===== config.mk =====
export PLATFORM = sky130hd
export DESIGN_NAME = y_bus_receiver
export DESIGN_NICKNAME = d
export VERILOG_FILES = /design/src/rtl/y_bus_receiver.sv
export SDC_FILE = /design/constraint.sdc
export NUM_CORES = 1
export LEC_CHECK = 0
export CORE_MARGIN = 3
export CORE_UTILIZATION = 45
export DETAILED_ROUTE_END_ITERATION = 8
export DONT_BUFFER_PORTS = 1
export SYNTH_ARGS = -nofsm -noshare
export SYNTH_HDL_FRONTEND = slang
export SYNTH_SLANG_ARGS = --single-unit

===== constraint.sdc =====
create_clock -name i_clk -period 5.7 [get_ports i_clk]
set_input_delay 0.855 -clock i_clk [delete_from_list [all_inputs] [get_ports i_clk]]
set_output_delay 0.855 -clock i_clk [all_outputs]
set_load 0.02 [all_outputs]

===== src/rtl/y_bus_receiver.sv =====
// Clocked, back-pressured receiver for the 8-bit y producer interface.
// Buffers y words in a small FIFO and presents the head word on o_b with a valid/ready handshake.
module y_bus_receiver #(
   parameter int W     = 8,
   parameter int DEPTH = 4
) (
   input  logic                       i_clk,
   input  logic                       i_arst,
   input  logic                       en,
   input  logic                       i_y_valid,
   input  logic [W-1:0]               i_y_data,
   output logic                       o_y_ready,
   output logic [W-1:0]               o_b,
   output logic                       o_b_valid,
   input  logic                       i_b_ready,
   output logic [$clog2(DEPTH):0]     o_count,
   output logic                       o_overflow
);

   localparam int AW = $clog2(DEPTH);
   localparam int CW = AW + 1;

   typedef enum logic [1:0] {
      EMPTY   = 2'd0,
      PARTIAL = 2'd1,
      FULL    = 2'd2
   } fill_e;

   logic [W-1:0]  mem [DEPTH];
   logic [AW-1:0] wr_ptr, rd_ptr;
   logic [CW-1:0] count;
   logic          ovf_q;
   logic          run_q;
   fill_e         fill_st;
   logic          push, pop;

   // Fill state is a pure function of the occupancy counter.
   always_comb begin
      fill_st = PARTIAL;
      if (count == '0)
         fill_st = EMPTY;
      else if (count == CW'(DEPTH))
         fill_st = FULL;
   end

   // run_q keeps ready low until the first clock edge after reset release.
   always_ff @(posedge i_clk or negedge i_arst) begin
      if (!i_arst)
         run_q <= 1'b0;
      else
         run_q <= 1'b1;
   end

   assign o_b_valid = (fill_st != EMPTY);
   assign pop       = o_b_valid & i_b_ready;
   assign o_y_ready = run_q & en & ((fill_st != FULL) | pop);
   assign push      = i_y_valid & o_y_ready;

   // Head word comes straight from storage; no path from i_y_* to o_b.
   assign o_b        = o_b_valid ? mem[rd_ptr] : '0;
   assign o_count    = count;
   assign o_overflow = ovf_q;

   always_ff @(posedge i_clk) begin
      if (push)
         mem[wr_ptr] <= i_y_data;
   end

   always_ff @(posedge i_clk or negedge i_arst) begin
      if (!i_arst) begin
         wr_ptr <= '0;
         rd_ptr <= '0;
         count  <= '0;
      end else begin
         if (push)
            wr_ptr <= wr_ptr + AW'(1);
         if (pop)
            rd_ptr <= rd_ptr + AW'(1);
         case ({push, pop})
            2'b10:   count <= count + CW'(1);
            2'b01:   count <= count - CW'(1);
            default: count <= count;
         endcase
      end
   end

   // Sticky: a word offered while full and not draining is lost.
   always_ff @(posedge i_clk or negedge i_arst) begin
      if (!i_arst)
         ovf_q <= 1'b0;
      else if (i_y_valid & en & (fill_st == FULL) & ~pop)
         ovf_q <= 1'b1;
   end

endmodule

==> results of run 1 <==
## cell families (layout without fill, tap and decap cells)
kind of cell	Yosys count	count (layout)	synth area share, %
other	1	1	0.217
muxes	10	10	11.9
and+or+nand+nor	20	20	8.76
DFF	41	41	68.6
buffers and inverters	9	14	2.24
adders and majority gates	6	6	4.78
AOI/OAI and AO/OA	1	1	0.507
xor gates and xnor gates	6	6	3.04
## registers in the layout, summed over array words and instances, names as in the netlist
signal and cells:
run_q 1, rd_ptr 2, o_count 3, o_overflow 1
mem 32, wr_ptr 2
## worst paths after layout
check,startpoint,end,cells past startpoint
setup / recovery,rd_ptr[0],o_b[5],2
setup reg to reg,o_count[0],o_count[2],8
max in group asynchronous,i_arst,o_count[0],0
min in group i_clk,wr_ptr[1],wr_ptr[1],1
hold reg to reg,wr_ptr[1],wr_ptr[1],1
hold / removal,i_arst,wr_ptr[0],0
## cell type report
class,count,area share (%)
clock buffers,6,3.92
flip-flops and latches,41,64.0
clock inverters,2,0.540
well taps,46,3.11
inverters,6,1.22
multi-input cells,44,27.2
## layer usage
layer  vias up  track usage [%]
li1        348                -
met1       392             15.8
met2        16             21.5
met3         5             5.25
met4         0             6.70
met5         -                0
## report_power, final
part	total, mW	leakage [nW]	internal, mW	switching (mW)
combinational	0.252	0.219	0.122	0.130
clock	0.177	0.0450	0.0848	0.0924
sequential	0.449	0.394	0.366	0.0827
## cells in the final DEF, fill, tap and decap left out, drive strengths merged
cell and count:
inv 6, dfrtp 9, nor2 2, xor2 3, mux4 8, ha 5, clkbuf 6, nor4b 1
mux2 1, or3 1, edfxtp 32, a31o 1, and2 13, xnor2 3, mux2i 1, conb 1
nand3 1, nor3b 1, fa 1, clkinv 2, nand2 1
## per-stage QoR
| step | util [%] | setup WS (ns) | hold WS, ns |
|---|---|---|---|
| floorplan | - | 3.34 | 0.535 |
| global placement | 50.3 | 3.21 | 0.556 |
| detailed placement | 50.3 | 3.16 | 0.560 |
| CTS | 52.6 | 2.94 | 0.246 |
| global route | 52.6 | 2.86 | 0.233 |
| finish | 52.6 | 3.00 | 0.256 |
## worst max-delay path: stages (launching register included)
cell     delay, ns
dfrtp_1       0.74
mux4_2        0.58
and2_1        0.24
==> impl_metrics.env, run 1 <==
export IMPL_ys_flop_type="edfxtp_1"
export IMPL_insertedDiodeCount=0
export IMPL_ioPinCount=27
export IMPL_hold_path_class="input port to asynchronous set/reset pin"
export IMPL_fin_cells=145
export IMPL_gp_congestion=0.628
export IMPL_wl_per_cell_um=18.1
export IMPL_dp_final_hpwl_um=1800
export IMPL_die_area_mm2=0.00462
export IMPL_ys_top_cells_by_area="edfxtp_1 56%, dfrtp_1 13%, mux4_2 10%"
export IMPL_wl_met2_um=1380
export IMPL_power_density_mw_per_mm2=474
export IMPL_drtPass1Iterations=4
export IMPL_first_iter_violations=45
export IMPL_rsz0062_at_grt="no"
export IMPL_route_vias_total=761
export IMPL_dieHeight_um=68.0
export IMPL_drt_wl_total_um=2630
export IMPL_synth_largest_area_cell="edfxtp_1"
export IMPL_post_cts_resized=0
export IMPL_arrival_ns=1.85
export IMPL_p_leak_nw=0.658
export IMPL_worst_ep_required_time_ns=4.85
export IMPL_grt_ovfl_total=0
export IMPL_viasPerCell=5.25
export IMPL_cts_tree="yes"
export IMPL_netlist_area_leader_share_pct=55.6
export IMPL_m1WireLength_um=1030
export IMPL_ys_seq_area_share_pct=68.6
export IMPL_ctsHoldBuffers=0
export IMPL_postCtsSetupRepairBufs=0
export IMPL_grt_start_max_net_pins=13
export IMPL_crit_type="flip-flop to output port"
export IMPL_r2r_slack_ns=3.24
export IMPL_place_area_mm2=0.00177
export IMPL_ys_ff_latch=41
export IMPL_setup_tns_ns=0
export IMPL_worstMarginPinSlew_ns=0.611
export IMPL_syn_cell_area_mm2=0.00173
export IMPL_synthArstFlopShare_pct=22.0
export IMPL_fin_crit_ns=2.70
export IMPL_synthToLayoutAreaGrowth_pct=7.16
export IMPL_cp_start_kind="flip-flop"
export IMPL_avgSynthCellArea_um2=18.4
export IMPL_cts_sinks=41
export IMPL_hold_viol=0
export IMPL_clk_latency_ns=0.28
export IMPL_max_clock_freq_mhz=370
export IMPL_nFillCells=309
export IMPL_drc_errors=0
export IMPL_status="complete, no violations"
export IMPL_regArea_mm2=0.00119
export IMPL_die_w_um=68.0
export IMPL_synth_most_common_cell="edfxtp_1"
export IMPL_synthesis_nets=113
export IMPL_final_nets=117
export IMPL_finalMaxSlewViolations=0
export IMPL_grt_pass1_wl_um=4190
export IMPL_antenna_found_initial=0
export IMPL_root_buffer="clkbuf_8"
export IMPL_syn_inst=94
export IMPL_path_max_fanout=10
export IMPL_top_layer_used="met4"
export IMPL_yosysWarnings=0
export IMPL_power_mw=0.878
export IMPL_finClkSkew_ns=0.00330
export IMPL_netlist_top_cells_count="32 x edfxtp_1, 13 x and2_1, 9 x dfrtp_1, 8 x mux4_2, 6 x inv_1"
export IMPL_setup_viol=0
export IMPL_htreeDepth=2
export IMPL_synth_edf_count=32
export IMPL_final_area_mm2=0.00185
export IMPL_antenna_left=0
export IMPL_relSlewSlack_pct=59.2
export IMPL_layout_drive_gt1_share_pct=20.2
export IMPL_cts_path_max_buffers=2
export IMPL_clk_pin_slew_ns=0.07
export IMPL_cts_made_buffers=5
export IMPL_fin_crit_sh_pct=47.4
export IMPL_io_buffers=0
export IMPL_wl_met3_um=176
export IMPL_rows=21
export IMPL_endpoint_kind="output port"
export IMPL_dp_cells=137
export IMPL_core_mm2=0.00352
export IMPL_synth_distinct_cells=22
export IMPL_initial_utilization_pct=49.1
export IMPL_multi_input_area_um2=504
export IMPL_grt_pass1_vias=833
export IMPL_maxCapViolCount=0
export IMPL_grt_total_usage_pct=13.5
export IMPL_ir_worst_vdd_v=0.000195
Note: power is estimated with default switching activity, not from simulation.
==> run 2: changes to the inputs <==
- clock period: 5.7 -> 2.5 ns (I/O delays scaled with it)
==> run 2 against run 1 <==
Effect of this change:
- global-route usage is 0.20 points lower
- flip-flop and latch count stayed put
- critical path type is now flip-flop to flip-flop
- non-clock buffer count is 4 higher
- final cell count is 2.8% higher
- worst hold slack worse by 0.075 ns
- count of clock-buffer cells in the layout stayed put
- combinational power grew to 2.6 times the previous value
- setup slack worse by 2.7 ns
- clock skew is 0.0014 ns higher
- cell area is 3.0% higher
- total power is 140% higher
==> impl_metrics.env, run 2 (same netlist as run 1, synthesis figures left out) <==
export IMPL_pre_cts_ws_ns=0.247
export IMPL_drtPass1Iterations=2
export IMPL_worst_ep_required_time_ns=2.71
export IMPL_met2_usage_pct=21.2
export IMPL_drc_errors=0
export IMPL_status="complete, no violations"
export IMPL_postCtsSetupRepairBufs=0
export IMPL_setup_viol=0
export IMPL_cts_path_max_buffers=2
export IMPL_max_clock_freq_mhz=448
export IMPL_io_buffers=0
export IMPL_cts_sinks=41
export IMPL_top_register="mem"
export IMPL_maxCapViolCount=0
export IMPL_ir_worst_vdd_v=0.000607
export IMPL_htreeDepth=2
export IMPL_regArea_mm2=0.00119
export IMPL_fin_hold_ws_ns=0.181
export IMPL_final_cell_mix="32 x edfxtp_1, 13 x and2_1, 9 x dfrtp_1"
export IMPL_setup_tns_ns=0
export IMPL_final_util_pct=54.2
export IMPL_initial_utilization_pct=49.1
export IMPL_final_nets=121
export IMPL_viasPerCell=5.19
export IMPL_layout_commonest_cell="edfxtp_1"
export IMPL_finalMaxSlewViolations=0
export IMPL_p_leak_nw=0.684
export IMPL_hold_viol=0
export IMPL_largest_reg_flops=32
export IMPL_fin_crit_sh_pct=89.4
export IMPL_ioPinCount=27
export IMPL_rows=21
export IMPL_ctsHoldBuffers=1
export IMPL_cts_tree="yes"
export IMPL_die_area_mm2=0.00462
export IMPL_post_cts_resized=0
export IMPL_fin_crit_ns=2.23
export IMPL_reg2reg_depth=9
export IMPL_use_met1_pct=16.4
export IMPL_clk_pin_slew_ns=0.07
export IMPL_finClkSkew_ns=0.00465
export IMPL_drt_wl_total_um=2650
export IMPL_core_mm2=0.00352
export IMPL_route_vias_total=773
export IMPL_antenna_found_initial=0
export IMPL_power_mw=2.15
export IMPL_dp_final_hpwl_um=1860
export IMPL_power_density_mw_per_mm2=1120
export IMPL_hold_depth=0
export IMPL_insertedDiodeCount=0
export IMPL_cp_start_kind="flip-flop"
export IMPL_grt_total_usage_pct=13.3
export IMPL_setup_slack_ns=0.265
export IMPL_grt_pass1_vias=828
export IMPL_grt_pass1_wl_um=4130
export IMPL_crit_chain="nor4b_4, nor3b_4, inv_1, ha_1, inv_1, fa_1, xor2_1, nor2_1, xor2_1"
export IMPL_grt_busiest_layer="met2"
export IMPL_first_iter_violations=55
export IMPL_hold_path_class="input port to flip-flop"
export IMPL_endpoint_kind="flip-flop"
export IMPL_clk_latency_ns=0.28
export IMPL_crit_path_max_incr_delay_ns=0.52
export IMPL_root_buffer="clkbuf_8"
export IMPL_gp_congestion=0.654
export IMPL_nFillCells=292
export IMPL_cts_made_buffers=5
export IMPL_path_max_fanout=7
export IMPL_arrival_ns=2.45
export IMPL_slowest_stage="dfrtp_1"
export IMPL_crit_type="flip-flop to flip-flop"
export IMPL_layout_drive_gt1_share_pct=21.4
export IMPL_antenna_left=0
export IMPL_dieHeight_um=68.0
export IMPL_rsz0062_at_grt="no"
export IMPL_grt_use_met3_pct=4.43
export IMPL_synthToLayoutAreaGrowth_pct=10.4
export IMPL_grt_start_max_net_pins=13
export IMPL_die_w_um=68.0
export IMPL_wl_per_cell_um=17.8
export IMPL_grt_ovfl_total=0
export IMPL_multi_input_area_um2=504
run 2: area by class of cell:
class | instances | area share (%)
clock buffers | 6 | 3.80
clock inverters | 2 | 1.77
inverters | 6 | 1.18
multi-input cells | 44 | 26.4
flip-flops and latches | 41 | 62.1
well taps | 46 | 3.01
repair buffers | 4 | 1.70
run 2: power breakdown:
| group | total [mW] | internal [mW] | leakage (nW) | switching, mW |
|---|---|---|---|---|
| Clock | 0.502 | 0.295 | 0.0528 | 0.208 |
| Sequential | 0.984 | 0.836 | 0.394 | 0.148 |
| Combinational | 0.660 | 0.307 | 0.238 | 0.353 |
| Total | 2.15 | 1.44 | 0.684 | 0.709 |
run 2: critical path: cells and delay by family, from the launching register on:
family        cells  cell delay, ns
simple gates      3            0.67
buf+inv           2            0.14
flops             1            0.52
xor+xnor          2            0.30
fa+ha+maj         2            0.54
run 2: through the flow:
stage                     cells  area [um^2]
after floorplan              94         1730
after global placement      140         1790
after detailed placement    140         1790
after CTS                   149         1910
after global routing        149         1910
final                       149         1910
run 2: final timing paths:
path	start	endpoint	slack (ns)
min reg2reg	wr_ptr[1]	wr_ptr[1]	0.58
min	i_y_data[4]	mem[0][4]	0.18
max	o_count[0]	o_count[2]	0.27
max in group asynchronous	i_arst	wr_ptr[0]	1.74
max reg2reg	o_count[0]	o_count[2]	0.27
min in group asynchronous	i_arst	o_count[1]	0.46
run 2: per-layer routing:
layer,routed length [um],share of wire [%]
met3,157,5.9
met4,31,1.2
met5,0,0
met1,1100,41
met2,1370,52
==> run 3: changes to the inputs <==
- RECOVER_POWER: unset -> 50
- clock period: 2.5 -> 2.1 ns (I/O delays scaled with it)
==> run 3 against run 2 <==
Effect of this change:
- via count is 5.3% higher
- non-clock buffer count is 6 higher
- count of clock-buffer cells in the layout is 1 lower
- wire length is 5.5% higher
- clock power is 47% higher
- die area stayed put
==> impl_metrics.env, run 3 (same netlist as run 1, synthesis figures left out) <==
export IMPL_ir_worst_vdd_v=0.000470
export IMPL_cp_start_kind="flip-flop"
export IMPL_top_register="mem"
export IMPL_drc_errors=0
export IMPL_p_sw_mw=0.879
export IMPL_endpoint_kind="flip-flop"
export IMPL_finalMaxSlewViolations=0
export IMPL_rows=21
export IMPL_fin_crit_sh_pct=93.3
export IMPL_hold_path_class="input port to flip-flop"
export IMPL_first_iter_violations=35
export IMPL_p_clk_share_pct=26.7
export IMPL_clk_latency_ns=0.29
export IMPL_ioPinCount=27
export IMPL_pwr_share_comb_pct=32.5
export IMPL_finClkSkew_ns=0.00451
export IMPL_drtPass1Iterations=4
export IMPL_die_w_um=68.0
export IMPL_p_leak_nw=0.719
export IMPL_core_mm2=0.00352
export IMPL_crit_type="flip-flop to flip-flop"
export IMPL_grt_pass1_wl_um=4450
export IMPL_dieHeight_um=68.0
export IMPL_status="complete, no violations"
export IMPL_crit_chain="or3_1, and2_1, ha_2, inv_1, fa_2, mux2i_1"
export IMPL_power_density_mw_per_mm2=1390
export IMPL_antenna_found_initial=0
export IMPL_route_vias_total=814
export IMPL_grt_pass1_vias=903
export IMPL_r2r_slack_ns=0.14
export IMPL_dp_final_hpwl_um=1930
export IMPL_setup_tns_ns=0
export IMPL_fin_crit_ns=1.96
export IMPL_insertedDiodeCount=0
export IMPL_io_buffers=0
export IMPL_maxCapViolCount=0
export IMPL_cts_sinks=41
export IMPL_hold_viol=0
export IMPL_cts_made_buffers=5
export IMPL_htreeDepth=2
export IMPL_final_nets=127
export IMPL_rsz0062_at_grt="no"
export IMPL_largest_reg_flops=32
export IMPL_switching_share_pct=31.9
export IMPL_pwr_share_seq_pct=40.8
export IMPL_layout_drive_gt1_share_pct=28.4
export IMPL_setup_viol=0
export IMPL_grt_start_max_net_pins=14
export IMPL_initial_utilization_pct=49.1
export IMPL_drt_wl_total_um=2800
export IMPL_gp_congestion=0.641
export IMPL_synthToLayoutAreaGrowth_pct=14.5
export IMPL_grt_ovfl_total=0
export IMPL_arrival_ns=2.17
export IMPL_cts_path_max_buffers=2
export IMPL_wl_per_cell_um=18.0
export IMPL_power_internal_mw=1.88
export IMPL_max_clock_freq_mhz=510
export IMPL_viasPerCell=5.25
export IMPL_root_buffer="clkbuf_8"
export IMPL_clk_pin_slew_ns=0.08
export IMPL_grt_total_usage_pct=14.1
export IMPL_antenna_left=0
export IMPL_final_util_pct=56.3
export IMPL_worst_ep_required_time_ns=2.31
export IMPL_crit_path_max_incr_delay_ns=0.45
export IMPL_cts_tree="yes"
export IMPL_slowest_stage="dfrtp_2"
export IMPL_final_cell_mix="32 x edfxtp_1, 13 x and2_1, 8 x mux4_2, 8 x dfrtp_1"
export IMPL_layout_commonest_cell="edfxtp_1"
export IMPL_path_max_fanout=5
export IMPL_die_area_mm2=0.00462
==> run 3: power by group through the flow <==
stage / clock network (mW) / registers, mW / logic [mW]
after floorplan: 0 / 1.13 / 0.708
after global placement: 0 / 1.14 / 0.873
after detailed placement: 0 / 1.14 / 0.887
after CTS: 0.747 / 1.13 / 0.897
after global routing: 0.777 / 1.14 / 0.985
final: 0.736 / 1.13 / 0.895
==> run 3: what timing repair did <==
item	CTS	global route
hold buffers	1	0
endpoints found under the hold margin	9	0
resized for setup	0	3
endpoints found under the setup margin	0	2
setup buffers	0	2
==> run 3: cell type report <==
cell class | instances | area (um^2)
multi-input cells | 44 | 509
repair buffers | 10 | 70.1
flip-flops and latches | 41 | 1190
well taps | 46 | 57.6
inverters | 6 | 22.5
clock inverters | 3 | 65.1
clock buffers | 5 | 68.8
fillers | 294 | 1540
==> run 3: path summary, 6_finish.rpt <==
| path | start | end | depth (start not counted) |
|---|---|---|---|
| max reg2reg | o_count[0] | o_count[1] | 6 |
| max in group asynchronous | i_arst | o_count[0] | 1 |
| max | o_count[0] | o_count[1] | 6 |
| min | i_y_data[1] | mem[0][1] | 0 |
| min reg2reg | o_count[2] | o_count[2] | 1 |
| min in group asynchronous | i_arst | o_count[2] | 1 |
==> run 3: metrics by stage <==
stage	power, mW	instances	worst slack [ns]	hold slack, ns	cell area [um^2]
after global routing	2.91	155	0.0103	0.0967	1980
after global placement	2.01	144	0.126	0.0197	1820
final	2.76	155	0.141	0.113	1980
after detailed placement	2.03	144	0.0334	0.0197	1820
after CTS	2.77	153	0.00918	0.107	1970
after floorplan	1.84	94	0.00542	0.0194	1730
==> run 3: metal layers <==
| layer | part of all wire [%] | GRT usage, % | routed length (um) | vias up |
|---|---|---|---|---|
| met5 | 0 | 0 | 0 | - |
| met1 | 42 | 16.8 | 1170 | 425 |
| met2 | 52 | 23.1 | 1450 | 18 |
| li1 | - | - | - | 367 |
| met3 | 4.6 | 4.60 | 129 | 4 |
| met4 | 1.6 | 6.70 | 46 | 0 |
==> run 3: critical path: cells and delay by family, from the launching register on <==
family	cells	cell delay, ns
muxes	1	0.17
adders and majority gates	2	0.60
DFF	1	0.45
and+or+nand+nor	2	0.58
buffers and inverters	1	0.07
